$ cat config.mk
export PLATFORM = sky130hd
export DESIGN_NAME = accel_vec_engine
export DESIGN_NICKNAME = d
export VERILOG_FILES = /design/src/rtl/accel_vec_pkg.sv /design/src/rtl/accel_vec_engine_alu.sv /design/src/rtl/accel_vec_engine.sv
export SDC_FILE = /design/constraint.sdc
export NUM_CORES = 2
export LEC_CHECK = 0
export CORE_MARGIN = 5
export CORE_UTILIZATION = 51
export DETAILED_ROUTE_END_ITERATION = 7
export DONT_BUFFER_PORTS = 1
export PLACE_DENSITY = 0.69
export SLEW_MARGIN = 10
export SYNTH_ARGS = -nofsm -noshare
export SYNTH_HDL_FRONTEND = slang
export SYNTH_SLANG_ARGS = --single-unit
export TNS_END_PERCENT = 20
$ cat constraint.sdc
create_clock -name clk_i -period 6.9 [get_ports clk_i]
set_input_delay 1.035 -clock clk_i [delete_from_list [all_inputs] [get_ports clk_i]]
set_output_delay 1.035 -clock clk_i [all_outputs]
set_load 0.02 [all_outputs]
$ cat src/rtl/accel_vec_pkg.sv
// accel_vec_engine shared definitions:
// register map, operation modes, FSM states and STATUS bit positions.
package accel_vec_pkg;

    localparam int REG_OPA    = 'h00;
    localparam int REG_OPB    = 'h04;
    localparam int REG_RES    = 'h08;
    localparam int REG_LEN    = 'h0C;
    localparam int REG_MODE   = 'h10;
    localparam int REG_CTRL   = 'h14;
    localparam int REG_STATUS = 'h18;
    localparam int REG_COUNT  = 'h1C;

    localparam int CTRL_START = 0;
    localparam int CTRL_ABORT = 1;

    localparam int ST_BUSY    = 0;
    localparam int ST_DONE    = 1;
    localparam int ST_ABORTED = 2;

    typedef enum logic [1:0] {
        MODE_ADD = 2'd0,
        MODE_SUB = 2'd1,
        MODE_MUL = 2'd2,
        MODE_MAX = 2'd3
    } mode_e;

    typedef enum logic [2:0] {
        S_IDLE = 3'd0,
        S_RD_A = 3'd1,
        S_WT_A = 3'd2,
        S_RD_B = 3'd3,
        S_WT_B = 3'd4,
        S_WR   = 3'd5,
        S_WT_W = 3'd6
    } state_e;

endpackage

$ cat src/rtl/accel_vec_engine_alu.sv
// accel_vec_engine element operator:
// purely combinational op(A, B) selected by the programmed mode.
module accel_vec_alu
    import accel_vec_pkg::*;
#(
    parameter int DATA_WIDTH = 32
) (
    input  logic [DATA_WIDTH-1:0] a_i,
    input  logic [DATA_WIDTH-1:0] b_i,
    input  mode_e                 mode_i,
    output logic [DATA_WIDTH-1:0] res_o
);

    logic [DATA_WIDTH-1:0] prod;
    logic                  a_gt_b;

    // Product kept at operand width: only the low word is ever stored.
    assign prod   = a_i * b_i;
    assign a_gt_b = $signed(a_i) > $signed(b_i);

    // Operation select.
    always_comb begin
        res_o = a_i + b_i;
        unique case (mode_i)
            MODE_ADD: res_o = a_i + b_i;
            MODE_SUB: res_o = a_i - b_i;
            MODE_MUL: res_o = prod;
            MODE_MAX: res_o = a_gt_b ? a_i : b_i;
            default:  res_o = a_i + b_i;
        endcase
    end

endmodule

$ cat src/rtl/accel_vec_engine.sv
// accel_vec_engine: memory-to-memory vector engine, RES[i] = op(A[i], B[i]).
// Peripheral-slave register file plus a single-outstanding TCDM master FSM.
module accel_vec_engine
    import accel_vec_pkg::*;
#(
    parameter int ID_WIDTH   = 4,
    parameter int ADDR_WIDTH = 32,
    parameter int DATA_WIDTH = 32,
    parameter int MEM_SPACE  = 8,
    parameter int LEN_WIDTH  = 16
) (
    input  logic                    clk_i,
    input  logic                    rst_ni,
    input  logic                    test_mode_i,

    input  logic                    cfg_req_i,
    input  logic [ADDR_WIDTH-1:0]   cfg_add_i,
    input  logic                    cfg_wen_i,
    input  logic [DATA_WIDTH-1:0]   cfg_wdata_i,
    input  logic [DATA_WIDTH/8-1:0] cfg_be_i,
    input  logic [ID_WIDTH-1:0]     cfg_id_i,
    output logic                    cfg_gnt_o,
    output logic                    cfg_r_valid_o,
    output logic [DATA_WIDTH-1:0]   cfg_r_rdata_o,
    output logic                    cfg_r_opc_o,
    output logic [ID_WIDTH-1:0]     cfg_r_id_o,

    output logic                    tcdm_req_o,
    output logic [ADDR_WIDTH-1:0]   tcdm_add_o,
    output logic                    tcdm_wen_o,
    output logic [DATA_WIDTH-1:0]   tcdm_wdata_o,
    output logic [DATA_WIDTH/8-1:0] tcdm_be_o,
    input  logic                    tcdm_gnt_i,
    input  logic                    tcdm_r_valid_i,
    input  logic [DATA_WIDTH-1:0]   tcdm_r_rdata_i,

    output logic                    done_o
);

    localparam int BE_WIDTH  = DATA_WIDTH / 8;
    localparam int STRIDE_SH = $clog2(BE_WIDTH);

    localparam logic [MEM_SPACE-1:0] OFF_OPA    = MEM_SPACE'(REG_OPA);
    localparam logic [MEM_SPACE-1:0] OFF_OPB    = MEM_SPACE'(REG_OPB);
    localparam logic [MEM_SPACE-1:0] OFF_RES    = MEM_SPACE'(REG_RES);
    localparam logic [MEM_SPACE-1:0] OFF_LEN    = MEM_SPACE'(REG_LEN);
    localparam logic [MEM_SPACE-1:0] OFF_MODE   = MEM_SPACE'(REG_MODE);
    localparam logic [MEM_SPACE-1:0] OFF_CTRL   = MEM_SPACE'(REG_CTRL);
    localparam logic [MEM_SPACE-1:0] OFF_STATUS = MEM_SPACE'(REG_STATUS);
    localparam logic [MEM_SPACE-1:0] OFF_COUNT  = MEM_SPACE'(REG_COUNT);

    // Configuration registers.
    logic [ADDR_WIDTH-1:0] opa_q, opb_q, res_q;
    logic [LEN_WIDTH-1:0]  len_q;
    mode_e                 mode_q;

    // Engine state.
    state_e                state_q;
    logic [LEN_WIDTH-1:0]  idx_q, idx_d;
    logic [LEN_WIDTH-1:0]  count_q;
    logic [DATA_WIDTH-1:0] a_q;
    logic                  done_q, aborted_q, abort_q, done_o_q;

    // TCDM request registers.
    logic                  req_q, wen_q;
    logic [ADDR_WIDTH-1:0] add_q;
    logic [DATA_WIDTH-1:0] wdata_q;
    logic [BE_WIDTH-1:0]   be_q;

    // Peripheral response registers.
    logic                  r_valid_q;
    logic [DATA_WIDTH-1:0] r_rdata_q;
    logic [ID_WIDTH-1:0]   r_id_q;

    logic [MEM_SPACE-1:0]  off;
    logic                  cfg_wr, cfg_rd;
    logic                  start_wr, abort_wr;
    logic                  busy, abort_hit, last_elem;
    logic [DATA_WIDTH-1:0] rd_val;
    logic [DATA_WIDTH-1:0] alu_res;
    logic                  unused_bits;

    assign unused_bits = ^{test_mode_i, cfg_be_i,
                           cfg_add_i[ADDR_WIDTH-1:MEM_SPACE]};

    assign off       = cfg_add_i[MEM_SPACE-1:0];
    assign cfg_wr    = cfg_req_i && !cfg_wen_i;
    assign cfg_rd    = cfg_req_i && cfg_wen_i;
    assign start_wr  = cfg_wr && (off == OFF_CTRL)
                       && cfg_wdata_i[CTRL_START];
    assign abort_wr  = cfg_wr && (off == OFF_CTRL)
                       && cfg_wdata_i[CTRL_ABORT];
    assign busy      = (state_q != S_IDLE);
    assign abort_hit = abort_q || abort_wr;
    assign idx_d     = idx_q + LEN_WIDTH'(1);
    assign last_elem = (idx_d == len_q);

    // Byte address of element idx; wraps modulo the address space.
    function automatic logic [ADDR_WIDTH-1:0] elem_addr(
        input logic [ADDR_WIDTH-1:0] base,
        input logic [LEN_WIDTH-1:0]  idx
    );
        return base + (ADDR_WIDTH'(idx) << STRIDE_SH);
    endfunction

    // B is consumed straight off the response bus into the store data.
    accel_vec_alu #(
        .DATA_WIDTH (DATA_WIDTH)
    ) i_alu (
        .a_i    (a_q),
        .b_i    (tcdm_r_rdata_i),
        .mode_i (mode_q),
        .res_o  (alu_res)
    );

    // Read mux; unmapped offsets answer all ones.
    always_comb begin
        rd_val = '1;
        case (off)
            OFF_OPA:    rd_val = DATA_WIDTH'(opa_q);
            OFF_OPB:    rd_val = DATA_WIDTH'(opb_q);
            OFF_RES:    rd_val = DATA_WIDTH'(res_q);
            OFF_LEN:    rd_val = DATA_WIDTH'(len_q);
            OFF_MODE:   rd_val = {{(DATA_WIDTH-2){1'b0}}, mode_q};
            OFF_CTRL:   rd_val = '0;
            OFF_STATUS: rd_val = {{(DATA_WIDTH-3){1'b0}},
                                  aborted_q, done_q, busy};
            OFF_COUNT:  rd_val = DATA_WIDTH'(count_q);
            default:    rd_val = '1;
        endcase
    end

    // Peripheral response, one cycle after every granted request.
    always_ff @(posedge clk_i or negedge rst_ni) begin
        if (!rst_ni) begin
            r_valid_q <= 1'b0;
            r_rdata_q <= '0;
            r_id_q    <= '0;
        end else begin
            r_valid_q <= cfg_req_i;
            if (cfg_req_i) begin
                r_id_q    <= cfg_id_i;
                r_rdata_q <= cfg_rd ? rd_val : '0;
            end
        end
    end

    // Register file writes and the fetch/compute/store sequencer.
    always_ff @(posedge clk_i or negedge rst_ni) begin
        if (!rst_ni) begin
            opa_q     <= '0;
            opb_q     <= '0;
            res_q     <= '0;
            len_q     <= '0;
            mode_q    <= MODE_ADD;
            state_q   <= S_IDLE;
            idx_q     <= '0;
            count_q   <= '0;
            a_q       <= '0;
            done_q    <= 1'b0;
            aborted_q <= 1'b0;
            abort_q   <= 1'b0;
            done_o_q  <= 1'b0;
            req_q     <= 1'b0;
            wen_q     <= 1'b0;
            add_q     <= '0;
            wdata_q   <= '0;
            be_q      <= '0;
        end else begin
            done_o_q <= 1'b0;

            if (abort_wr && busy) begin
                abort_q <= 1'b1;
            end

            if (cfg_wr && !busy) begin
                case (off)
                    OFF_OPA:  opa_q  <= ADDR_WIDTH'(cfg_wdata_i);
                    OFF_OPB:  opb_q  <= ADDR_WIDTH'(cfg_wdata_i);
                    OFF_RES:  res_q  <= ADDR_WIDTH'(cfg_wdata_i);
                    OFF_LEN:  len_q  <= cfg_wdata_i[LEN_WIDTH-1:0];
                    OFF_MODE: mode_q <= mode_e'(cfg_wdata_i[1:0]);
                    default:  ;
                endcase
            end

            unique case (state_q)
                S_IDLE: begin
                    if (start_wr) begin
                        done_q    <= 1'b0;
                        aborted_q <= 1'b0;
                        count_q   <= '0;
                        idx_q     <= '0;
                        abort_q   <= 1'b0;
                        if (len_q == '0) begin
                            done_q   <= 1'b1;
                            done_o_q <= 1'b1;
                        end else begin
                            state_q <= S_RD_A;
                            req_q   <= 1'b1;
                            wen_q   <= 1'b1;
                            be_q    <= '1;
                            add_q   <= opa_q;
                        end
                    end
                end
                S_RD_A: begin
                    if (tcdm_gnt_i) begin
                        req_q   <= 1'b0;
                        state_q <= S_WT_A;
                    end
                end
                S_WT_A: begin
                    if (tcdm_r_valid_i) begin
                        a_q <= tcdm_r_rdata_i;
                        if (abort_hit) begin
                            state_q   <= S_IDLE;
                            aborted_q <= 1'b1;
                            done_q    <= 1'b0;
                            abort_q   <= 1'b0;
                        end else begin
                            state_q <= S_RD_B;
                            req_q   <= 1'b1;
                            wen_q   <= 1'b1;
                            add_q   <= elem_addr(opb_q, idx_q);
                        end
                    end
                end
                S_RD_B: begin
                    if (tcdm_gnt_i) begin
                        req_q   <= 1'b0;
                        state_q <= S_WT_B;
                    end
                end
                S_WT_B: begin
                    if (tcdm_r_valid_i) begin
                        if (abort_hit) begin
                            state_q   <= S_IDLE;
                            aborted_q <= 1'b1;
                            done_q    <= 1'b0;
                            abort_q   <= 1'b0;
                        end else begin
                            state_q <= S_WR;
                            req_q   <= 1'b1;
                            wen_q   <= 1'b0;
                            add_q   <= elem_addr(res_q, idx_q);
                            wdata_q <= alu_res;
                        end
                    end
                end
                S_WR: begin
                    if (tcdm_gnt_i) begin
                        req_q   <= 1'b0;
                        state_q <= S_WT_W;
                    end
                end
                S_WT_W: begin
                    if (tcdm_r_valid_i) begin
                        count_q <= count_q + LEN_WIDTH'(1);
                        idx_q   <= idx_d;
                        if (abort_hit) begin
                            state_q   <= S_IDLE;
                            aborted_q <= 1'b1;
                            done_q    <= 1'b0;
                            abort_q   <= 1'b0;
                        end else if (last_elem) begin
                            state_q  <= S_IDLE;
                            done_q   <= 1'b1;
                            done_o_q <= 1'b1;
                        end else begin
                            state_q <= S_RD_A;
                            req_q   <= 1'b1;
                            wen_q   <= 1'b1;
                            add_q   <= elem_addr(opa_q, idx_d);
                        end
                    end
                end
                default: begin
                    state_q <= S_IDLE;
                    req_q   <= 1'b0;
                end
            endcase
        end
    end

    assign cfg_gnt_o     = cfg_req_i;
    assign cfg_r_valid_o = r_valid_q;
    assign cfg_r_rdata_o = r_rdata_q;
    assign cfg_r_opc_o   = 1'b0;
    assign cfg_r_id_o    = r_id_q;

    assign tcdm_req_o    = req_q;
    assign tcdm_add_o    = add_q;
    assign tcdm_wen_o    = wen_q;
    assign tcdm_wdata_o  = wdata_q;
    assign tcdm_be_o     = be_q;

    assign done_o        = done_o_q;

endmodule

==> Yosys cells after proc, flatten, opt, wreduce, memory -nomap -nowiden <==
Index checks and enable logic that the tools add are counted.
Widths: inputs -> output; s select.
{ "op_classes": {"addsub": 7, "mul": 1, "magnitude_cmp": 1, "n_eq_ne": 36, "muxes": 66, "bitwise_logic": 2, "reduce_logical": 36} }
{ "ops": {"columns": ["cell", "count"], "rows": [
  ["$mux 32", 11],
  ["$pmux 32 s4", 2],
  ["$pmux 32 s8", 1],
  ["$add 32x18->32", 3],
  ["$pmux 16 s2", 2],
  ["$mux 16", 3],
  ["$add 16x1->16 const B", 2],
  ["$add 32x32->32", 1],
  ["$eq 8x5->1 const B", 4],
  ["$gt 32x32->1", 1],
  ["$mul 32x32->32", 1],
  ["$sub 32x32->32", 1],
  ["$mux 1", 30],
  ["$mux 3", 9],
  ["$ne 2x2->1 const B", 13],
  ["$pmux 3 s7", 1],
  ["$eq 16x16->1", 1],
  ["$eq 8x4->1 const B", 2],
  ["$logic_not 16->1", 1],
  ["$reduce_and 8->1", 2],
  ["$reduce_and 2->1", 6],
  ["$ne 2x1->1 const B", 5],
  ["$reduce_and 10->1", 1],
  ["$eq 3x3->1 const B", 3],
  ["25 further kinds", 43]
]} }
{ "word_totals": {"regBits": 289, "in_bits": 111, "out_inout_bits": 110, "wordCells": 170} }

==> Longest topological paths before layout <==
{ "depth": {"word_depth": 9, "ltp_mapped": 30, "ltp_nobuf": 27} }

==> Modules after synthesis <==
A second synthesis with hierarchy kept.
{ "unflattened": {"cells_unflattened": 4011, "area_unflattened_um2": 36017.0} }
{ "modules_own_cells": {"columns": ["mod", "n_inst", "cells_per_inst", "area_per_inst_um2", "seq_area_each_um2"], "rows": [
  ["accel_vec_alu", 1, 2446, 20161.8, 0.0],
  ["accel_vec_engine", 1, 1565, 15855.2, 7231.9]
]} }

==> Worst setup path before layout <==
No wires, ideal clock.
{ "synth_timing": {"kind": "input to register", "from": "input port tcdm_r_rdata_i[2]", "to": "register wdata_q[30] (netlist: tcdm_wdata_o[30])", "arrival_time_ns": 7.659, "required_ns": 6.835, "path_slack_ns": -0.824, "cell_stages": 26, "n_path_buf": 3, "cell_sequence": "clkbuf_1 > clkbuf_1 > and2_1 > fa_1 > inv_1 > fa_1 > fa_1 > fa_1 > inv_1 > fa_1 > fa_1 > fa_1 > fa_1 > ha_1 > clkbuf_1 > a211oi_1 > o21ai_0 > o211ai_1 > a21oi_1 > a311o_1 > a21o_1 > a21oi_1 > o21ai_0 > xnor2_1 > o221ai_1 > o221a_2"} }
{ "synth_via": {"elab_chain_cells": 3} }
{ "synth_lines": {"columns": ["element", "line_no", "source"], "rows": [
  ["start, declared", "accel_vec_engine.sv:35", "input logic [DATA_WIDTH-1:0] tcdm_r_rdata_i,"],
  ["parallel branches: the longest is 2 deep, another holds $mul 32x32->32", null, null],
  ["$pmux 32 s4 (*)", "accel_vec_engine_alu.sv:24", "unique case (mode_i)"],
  ["end signal, assigned", "accel_vec_engine.sv:247", "wdata_q <= alu_res;"],
  ["end, declared", "accel_vec_engine.sv:67", "logic [DATA_WIDTH-1:0] wdata_q;"]
]} }
Every way passes the cells marked *.
A chain may end at the register's enable or synchronous reset.

==> Worst setup path in the final report <==
{ "layout_timing": {"from": "register a_q[9]", "to": "register wdata_q[23] (netlist: tcdm_wdata_o[23])"} }
{ "layout_via": {"elab_chain_cells": 3} }
{ "layout_lines": {"columns": ["element", "line_no", "source"], "rows": [
  ["start, declared", "accel_vec_engine.sv:61", "logic [DATA_WIDTH-1:0] a_q;"],
  ["start signal, assigned", "accel_vec_engine.sv:215", "a_q <= tcdm_r_rdata_i;"],
  ["parallel branches: the longest is 2 deep, another holds $mul 32x32->32", null, null],
  ["$pmux 32 s4 (*)", "accel_vec_engine_alu.sv:24", null]
]} }
Marked as above.

==> impl_metrics.toml <==
[timing]
fmax_mhz = 141
setup_ws_ns = -0.201
finalSetupViolCount = 9
finalHoldViolations = 0
relSlewSlack = 0.241
fin_crit_sh = 1.03
min_period_ns = 7.10
finalMaxSlewViolations = 0
skew_ns = 0.0169
setup_tns_ns = -1.06
hold_ws_ns = 0.192
tightest_slew_ns = 1.12
rsz0062_at_grt = "true"

[synth]
synth.area.top_cells = "fa_1 (23%), dfrtp_1 (21%), ha_1 (7.8%), inv_1 (5.6%), nand2_1 (5.0%)"
yosys.area.top_type = "fa_1"
synth_ff_type = "dfrtp_1"
synth-seq-area-share = 0.206
synth_area_um2 = 35200
synth_top_area_frac = 0.235
ys_warn_count = 0
synth_cell_types = 81
syn_inst = 3946
ys_ff_latch = 289
avgSynthCellArea_um2 = 8.91
synth.most_common_cell = "inv_1"
synth_edf_count = 0
synth_fp_nets = 4689
synthArstFlopShare = 1.00
synth_commonest_cells = "inv_1 (520), nand2_1 (465), fa_1 (412)"

[placement]
placed_cell_area_um2 = 37200
io_buffers = 0
dp_worst_setup_slack_ns = -0.761
routabilityCongestion = 0.967
dpl.hpwl_um = 85000

[detailed_routing]
drt-initial-drc-count = 2544
drc_errors = 0
via_count = 29100
ant_nets = 0
dr.pass1.iters = 6
wl_per_cell_um = 23.1
drt-total-wl_um = 113000
routed_via_density = 5.94

[setup_path]
worstSetupPathDepth = 24
critPathCaptureType = "flop"
r2r-start = "a_q[9]"
path_class = "flop to flop"
critPathArrivalTime_ns = 7.56
cpPeakStageDelay_ns = 0.59
cpMostUsedCell = "fa_1"
crit_buf_inv = 4
ff2ff_setup_slack_ns = -0.20
required_ns = 7.36
cpMaxStageDelayCell = "fa_1"
cp-endpoint = "tcdm_wdata_o[23]"
worstPathMaxFanout = 5
startpoint = "a_q[9]"
cp-start-kind = "flop"
crit_path_cell_trace = "buf_12, buf_6, and2_4, fa_1, fa_2, fa_1, inv_2, fa_1, inv_1, fa_1, ha_4, fa_1, fa_1, ha_4, a21o_1, a221o_1, a211oi_2, a31oi_1, a31oi_1, xnor2_1, nor2_1, a211oi_2, a21oi_1, o21ai_1"
reg2regPathDepth = 24
crit_family = "adder cells"
rr_endpoint = "tcdm_wdata_o[23]"

[finish]
nets = 4739
drive_above_1_share = 0.148
design_area_um2 = 39200
antenna_cells = 0
area_delta_synth_final_pct = 11.4

[global_routing]
grt_pass1_wl_um = 176000
grt_antenna_before_repair = 3
grt_overflow = 0
grt_util_all_layers = 0.301
grt_max_degree = 290
grt_pass1_vias = 29700

[floorplanning]
die_h_um = 273
dieArea_um2 = 74300
core_um2 = 68500
fp.dieW_um = 273
start_util = 0.514
rows = 96
ios = 221

[run]
max_cap_viol_count = 0

[clock_network]
cts_root_buf = "clkbuf_16"
holdBufCountCts = 0
worstSkewPairLatency_ns = 0.55
numCtsBuffers = 34
clock_tree.buffer_depth = 3
clk_pin_slew_worst_paths_ns = 0.06
clock_sinks = 289
tritoncts = "built"
cts_max_level = 2

[run_status]
violations = "setup timing"
status = "complete, but fails checks"

[hold_path]
holdCritPathClass = "input pin to async pin"
==> state kept, by name, indices dropped and copies added (netlist names), 32 cells and up <==
register       count
opb_q             32
opa_q             32
res_q             32
tcdm_add_o        32
cfg_r_rdata_o     32
a_q               32
tcdm_wdata_o      32
==> cell type report <==
class,count,area [um^2]
fill,6056,29300
timing repair buffer,243,2070
clock inverter,14,146
clock buffer,48,1000
inverter,522,1960
sequential,289,7240
multi-input combinational,2906,25600
tap,882,1100
==> layer usage <==
layer  vias to the layer above  wire (um)  global-route usage
met2                      1194      53500               0.497
met3                       295       8940              0.0579
met1                     14600      44800               0.392
met5                         -         11                   0
met4                         2       5840               0.127
li1                      13000          -                   -
==> cells by family (layout without fill, tap and decap cells) <==
logic type      Yosys count  in the layout  share of synthesized area
simple gates           1191           1191                      0.160
buf+inv                 751            827                     0.0821
compound gates          668            668                      0.122
fa+ha+maj               632            632                      0.313
flops                   289            289                      0.206
xor+xnor                210            210                     0.0523
mux                     204            204                     0.0646
other cells               1              1                   0.000107
==> stage by stage <==
step	util	cells
floorplan	-	3946
global placement	0.543	4818
detailed placement	0.543	4818
CTS	0.567	4900
global route	0.572	4904
finish	0.572	4904
==> cells in the final DEF (no fill, tap or decap), types with 139 or more instances in the layout <==
| cell | Yosys | routed |
|---|---|---|
| a21oi_1 | 180 | 170 |
| fa_1 | 412 | 383 |
| nor2_1 | 226 | 223 |
| xnor2_1 | 140 | 139 |
| dfrtp_1 | 289 | 280 |
| mux2_2 | 154 | 154 |
| nand2_1 | 465 | 464 |
| inv_1 | 520 | 511 |
| ha_1 | 220 | 198 |
| and2_1 | 262 | 252 |
| buf_4 | 6 | 219 |
| o21ai_0 | 149 | 141 |
==> worst min-delay path by stage <==
stage,from,end,cells after the start
2_1_floorplan,done_q,done_q,2
3_3_place_gp,abort_q,abort_q,1
3_5_place_dp,abort_q,abort_q,1
4_1_cts,rst_ni,tcdm_wdata_o[15],0
5_1_grt,rst_ni,tcdm_wdata_o[10],0
6_report,rst_ni,tcdm_wdata_o[10],0
==> what timing repair did <==
action	4_1_cts	5_1_grt
resized for setup	70	54
cloned	0	1
endpoints found under the hold margin	0	0
setup endpoints to repair	12	16
buffers inserted	21	4
pin swaps	79	68
Power is left out: the tool's default activity adds up to more than one toggle a clock period on the data nets, which glitch-free logic cannot reach.
